File: config.mk
export PLATFORM = sky130hd
export DESIGN_NAME = ram_arbiter
export DESIGN_NICKNAME = d
export VERILOG_FILES = /design/src/rtl/ram_arbiter.sv
export SDC_FILE = /design/constraint.sdc
export NUM_CORES = 1
export LEC_CHECK = 0
export ABC_CLOCK_PERIOD_IN_PS = 1800
export CAP_MARGIN = 5
export CORE_UTILIZATION = 36
export DETAILED_ROUTE_END_ITERATION = 12
export MAX_ROUTING_LAYER = met4
export PLACE_DENSITY = 0.79
export SLEW_MARGIN = 20
export SYNTH_ARGS = -nofsm -noshare
export SYNTH_HDL_FRONTEND = slang
export SYNTH_SLANG_ARGS = --single-unit
File: constraint.sdc
create_clock -name clk -period 1.8 [get_ports clk]
set_input_delay 0.36 -clock clk [delete_from_list [all_inputs] [get_ports clk]]
set_output_delay 0.36 -clock clk [all_outputs]
set_load 0.05 [all_outputs]
File: src/rtl/ram_arbiter.sv
// Two-requester round-robin arbiter in front of a single-port RAM with a bounded wait for ram_ack.
// Latency: grant registered one edge after request; requester ack combinational with ram_ack; timeout after TIMEOUT BUSY cycles.
module ram_arbiter #(
    parameter int ADDR_W  = 32,
    parameter int DATA_W  = 32,
    parameter int TIMEOUT = 255
) (
    input  logic              clk,
    input  logic              not_reset,
    input  logic              req0_avalid,
    input  logic              req0_wr,
    input  logic [ADDR_W-1:0] req0_addr,
    input  logic [DATA_W-1:0] req0_wdata,
    input  logic              req1_avalid,
    input  logic              req1_wr,
    input  logic [ADDR_W-1:0] req1_addr,
    input  logic [DATA_W-1:0] req1_wdata,
    output logic              req0_ack,
    output logic              req1_ack,
    output logic [DATA_W-1:0] req_rdata,
    output logic              ram_avalid,
    output logic              ram_wr,
    output logic [ADDR_W-1:0] ram_addr,
    output logic [DATA_W-1:0] ram_wdata,
    input  logic              ram_ack,
    input  logic [DATA_W-1:0] ram_rdata,
    output logic              grant_id,
    output logic              busy,
    output logic              err,
    output logic              err_id
);

    typedef enum logic {IDLE, BUSY} state_t;

    localparam logic [7:0] CNT_LAST = 8'(TIMEOUT - 1);

    state_t            state_q, state_d;
    logic              ram_avalid_q, ram_avalid_d;
    logic              ram_wr_q, ram_wr_d;
    logic [ADDR_W-1:0] ram_addr_q, ram_addr_d;
    logic [DATA_W-1:0] ram_wdata_q, ram_wdata_d;
    logic              grant_id_q, grant_id_d;
    logic              last_grant_q, last_grant_d;
    logic [7:0]        cnt_q, cnt_d;
    logic              winner;
    logic              done_ack;
    logic              timeout;

    always_ff @(posedge clk or negedge not_reset) begin
        if (!not_reset) begin
            state_q      <= IDLE;
            ram_avalid_q <= 1'b0;
            ram_wr_q     <= 1'b0;
            ram_addr_q   <= '0;
            ram_wdata_q  <= '0;
            grant_id_q   <= 1'b0;
            last_grant_q <= 1'b1;
            cnt_q        <= '0;
        end else begin
            state_q      <= state_d;
            ram_avalid_q <= ram_avalid_d;
            ram_wr_q     <= ram_wr_d;
            ram_addr_q   <= ram_addr_d;
            ram_wdata_q  <= ram_wdata_d;
            grant_id_q   <= grant_id_d;
            last_grant_q <= last_grant_d;
            cnt_q        <= cnt_d;
        end
    end

    always_comb begin
        state_d      = state_q;
        ram_avalid_d = ram_avalid_q;
        ram_wr_d     = ram_wr_q;
        ram_addr_d   = ram_addr_q;
        ram_wdata_d  = ram_wdata_q;
        grant_id_d   = grant_id_q;
        last_grant_d = last_grant_q;
        cnt_d        = cnt_q;
        done_ack     = 1'b0;
        timeout      = 1'b0;
        // Under contention the requester not served last time wins.
        winner = (req0_avalid && req1_avalid) ? ~last_grant_q : req1_avalid;

        case (state_q)
            IDLE: begin
                if (req0_avalid || req1_avalid) begin
                    state_d      = BUSY;
                    ram_avalid_d = 1'b1;
                    ram_wr_d     = winner ? req1_wr    : req0_wr;
                    ram_addr_d   = winner ? req1_addr  : req0_addr;
                    ram_wdata_d  = winner ? req1_wdata : req0_wdata;
                    grant_id_d   = winner;
                    last_grant_d = winner;
                    cnt_d        = '0;
                end
            end
            BUSY: begin
                // A real ack takes priority over a timeout in the same cycle.
                if (ram_ack) begin
                    done_ack     = 1'b1;
                    state_d      = IDLE;
                    ram_avalid_d = 1'b0;
                end else if (cnt_q == CNT_LAST) begin
                    done_ack     = 1'b1;
                    timeout      = 1'b1;
                    state_d      = IDLE;
                    ram_avalid_d = 1'b0;
                end else begin
                    cnt_d = cnt_q + 8'd1;
                end
            end
            default: state_d = IDLE;
        endcase
    end

    assign req0_ack   = done_ack && !grant_id_q;
    assign req1_ack   = done_ack &&  grant_id_q;
    assign req_rdata  = ram_rdata;
    assign ram_avalid = ram_avalid_q;
    assign ram_wr     = ram_wr_q;
    assign ram_addr   = ram_addr_q;
    assign ram_wdata  = ram_wdata_q;
    assign grant_id   = grant_id_q;
    assign busy       = (state_q == BUSY);
    assign err        = timeout;
    assign err_id     = grant_id_q;

endmodule
==> impl_metrics.tcl <==
set metrics [dict create \
    status "complete, but fails checks" \
    violations "setup timing" \
    track_usage_pct 19.1 \
    clk_pin_slew_worst_paths_ns 0.08 \
    antenna_found_initial 0 \
    worst_setup_path_start_kind "register" \
    slowest_stage "dfrtp_1" \
    required_ns 1.44 \
    fill_cells 892 \
    netlist_instances 384 \
    clock_latency_ns 0.35 \
    synth_edf_count 0 \
    dp_cells 683 \
    cp_max_fo 5 \
    ys_warn_count 0 \
    crit_arrival_ns 1.59 \
    areaGrowthSynthToFinish_pct 58.3 \
    cts.sink_count 77 \
    vdd_ir_drop_max_v 0.000780 \
    viasPerCell 4.87 \
    cts.root.buffer_cell "clkbuf_8" \
    synth_top_cell_by_area "dfrtp_1" \
    place_ws_ns -0.0199 \
    clockBufferDepth 2 \
    path_cells "inv_2 > ha_4 > nand4_1 > o2bb2a_4 > nor2_4 > buf_12" \
    final_util_pct 59.4 \
    start_util_pct 37.5 \
    overflow 0 \
    min_from "ram_addr[1]" \
    power.total_mw 9.66 \
    slew_viol_final 0 \
    synth.top_cells.by_count "76 x dfrtp_1, 75 x nand2_1, 66 x mux2i_1, 39 x o21ai_1, 36 x buf_4" \
    wl_mm 10.5 \
    worstMarginPinSlew_ns 0.472 \
    synth.most_common_cell "dfrtp_1" \
    final-setup-viol-count 3 \
    n_antenna_cell 0 \
    syn_avg_cell_area_sq_um 10.2 \
    syn_nets 553 \
    grt_first_pass_wirelength_mm 16.5 \
    reg2regPathDepth 8 \
    h-tree-depth 3 \
    hpwl_mm 7.99 \
    drc 0 \
    hold_path_depth 2 \
    hold_path_class "reg -> reg" \
    drtPass1Iterations 4 \
    row_count 37 \
    syn_area_sq_um 3910 \
    num_io_pins 271 \
    cp-end-kind "output port" \
    drt_iter0_drc 108 \
    crit_type "reg -> out" \
    die_h_um 106 \
    final_cells 708 \
    rsz0062_at_grt "yes" \
    period_share_pct 108 \
    skew_ns 0.0134 \
    whs_ns 0.488 \
    max_slew_margin_pct 68.6 \
    seq_area_frac_synth_pct 49.3 \
    cts_buffers 9 \
    hold_end "ram_addr[1]" \
    drtAntennaViolNets 0 \
    synth_top_area_share_pct 48.6 \
    power_per_cell_area_nw_per_um2 1560 \
    die_w_um 106 \
    ys_seq_elements 77 \
    cp_top_family "flip-flops" \
    crit_buf_inv 2 \
    core_area_sq_um 10400 \
    vias 3451 \
    synth_top_flop_cell "dfrtp_1" \
    die_area_sq_um 11300 \
    rr_startpoint "cnt_q[0]" \
    finalHoldViolCount 0 \
    async_flop_share_pct 100 \
    cts_tree "built" \
    grt_max_degree 68 \
    reg2reg_to "cnt_q[7]" \
    drive_above_1_share_pct 22.4 \
    r2r_slack_ns 0.14 \
    routedWlPerCell_um 14.8 \
    gp_congestion 0.824 \
    fmax_mhz 513 \
    fin_ws_ns -0.150 \
    critPathMaxStageDelay_ns 0.39 \
    netlist-cell-type-count 35 \
    cap_violations 0 \
    first_global_vias 3490 \
    p_leak_nw 2.94 \
    nNetsFinal 736 \
    portBuffers 206 \
    synth_area_leaders "dfrtp_1 49%, mux2i_1 17%, nand2_1 7.2%" \
    layout_min_cycle_time_ns 1.95 \
]
[through the flow]
| stage | area, sq um | TNS (ns) |
|---|---|---|
| 6_report | 6190 | -0.351 |
| 5_1_grt | 6190 | -0.575 |
| 4_1_cts | 6150 | -0.871 |
| 3_5_place_dp | 5810 | -0.121 |
| 3_3_place_gp | 5810 | 0 |
| 2_1_floorplan | 3940 | 0 |
[sequential cells by signal (all words and copies together), names as in the netlist]
signal and flops:
last_grant_q 1, cnt_q 8, ram_wr 1, ram_avalid 1, ram_addr 32, err_id 1, ram_wdata 32, busy 1
[what timing repair did]
action,4_1_cts,5_1_grt
setup endpoints to repair,3,11
hold endpoints to repair,32,0
pin swaps,4,4
hold buffers,1,0
gates resized for setup,10,2
buffers inserted,6,5
[final cells by class]
type	instances	area (sq um)	share of cell area (%)
Tap cell	136	170	2.75
Inverter	4	15.0	0.243
Clock inverter	4	120	1.94
Sequential cell	77	1930	31.2
Multi-Input combinational cell	248	1650	26.6
Clock buffer	12	145	2.34
Timing Repair Buffer	227	2160	34.9
[kinds of logic after synthesis]
group,Yosys count,share of synthesized area [%]
multiplexers,66,16.9
AO/OA/AOI/OAI,87,12.5
AND/OR/NAND/NOR,93,10.2
flip-flops,77,49.3
buffers and inverters,59,10.4
adder cells (fa/ha/maj),2,0.640
[how the worst max path moves through the flow]
stage,start,endpoint,slack (ns),depth (start not counted)
4_1_cts,cnt_q[0],req1_ack,-0.17,6
3_3_place_gp,ram_ack,cnt_q[7],0.02,5
3_5_place_dp,req1_avalid,ram_wdata[8],-0.02,5
5_1_grt,cnt_q[0],req0_ack,-0.22,6
6_report,cnt_q[0],req1_ack,-0.15,6
2_1_floorplan,busy,err,0.008,3
[report_power, final]
part           switching [mW]  leakage [nW]  internal (mW)
clock network           0.629         0.131           1.10
registers               0.415         0.947           2.38
logic                    3.39          1.86           1.74
total                    4.43          2.94           5.22
[worst register-to-register path, stage by stage (launching register included)]
cell and delay, ns:
dfrtp_1 0.39, inv_2 0.07, ha_4 0.16, nand4_1 0.12, buf_4 0.17, buf_4 0.13, o22ai_4 0.23, inv_2 0.06
a22o_1 0.22
[placed cells by master, fill, tap and decap left out, types with 2 or more instances in the layout]
cell type	n
clkbuf_1	2
a21oi_1	2
buf_4	82
buf_6	2
nor2_1	2
nand4_1	3
nand3_1	2
dfrtp_1	72
dfrtp_2	4
buf_12	9
bufinv_16	4
o22ai_1	2
mux2i_1	66
clkbuf_8	10
o21ai_0	32
nand2_1	74
inv_2	3
nor2_4	2
o21ai_1	41
clkdlybuf4s50_1	133
a31oi_1	2
[routing by layer]
| metal | global-route usage, % | vias up | routed length, um |
|---|---|---|---|
| met3 | 4.41 | 34 | 812 |
| met5 | - | - | 0 |
| li1 | - | 1658 | - |
| met1 | 20.6 | 1582 | 4050 |
| met2 | 33.1 | 177 | 5340 |
| met4 | 8.93 | 0 | 301 |
No activity file was read; power rests on OpenSTA's default activity.
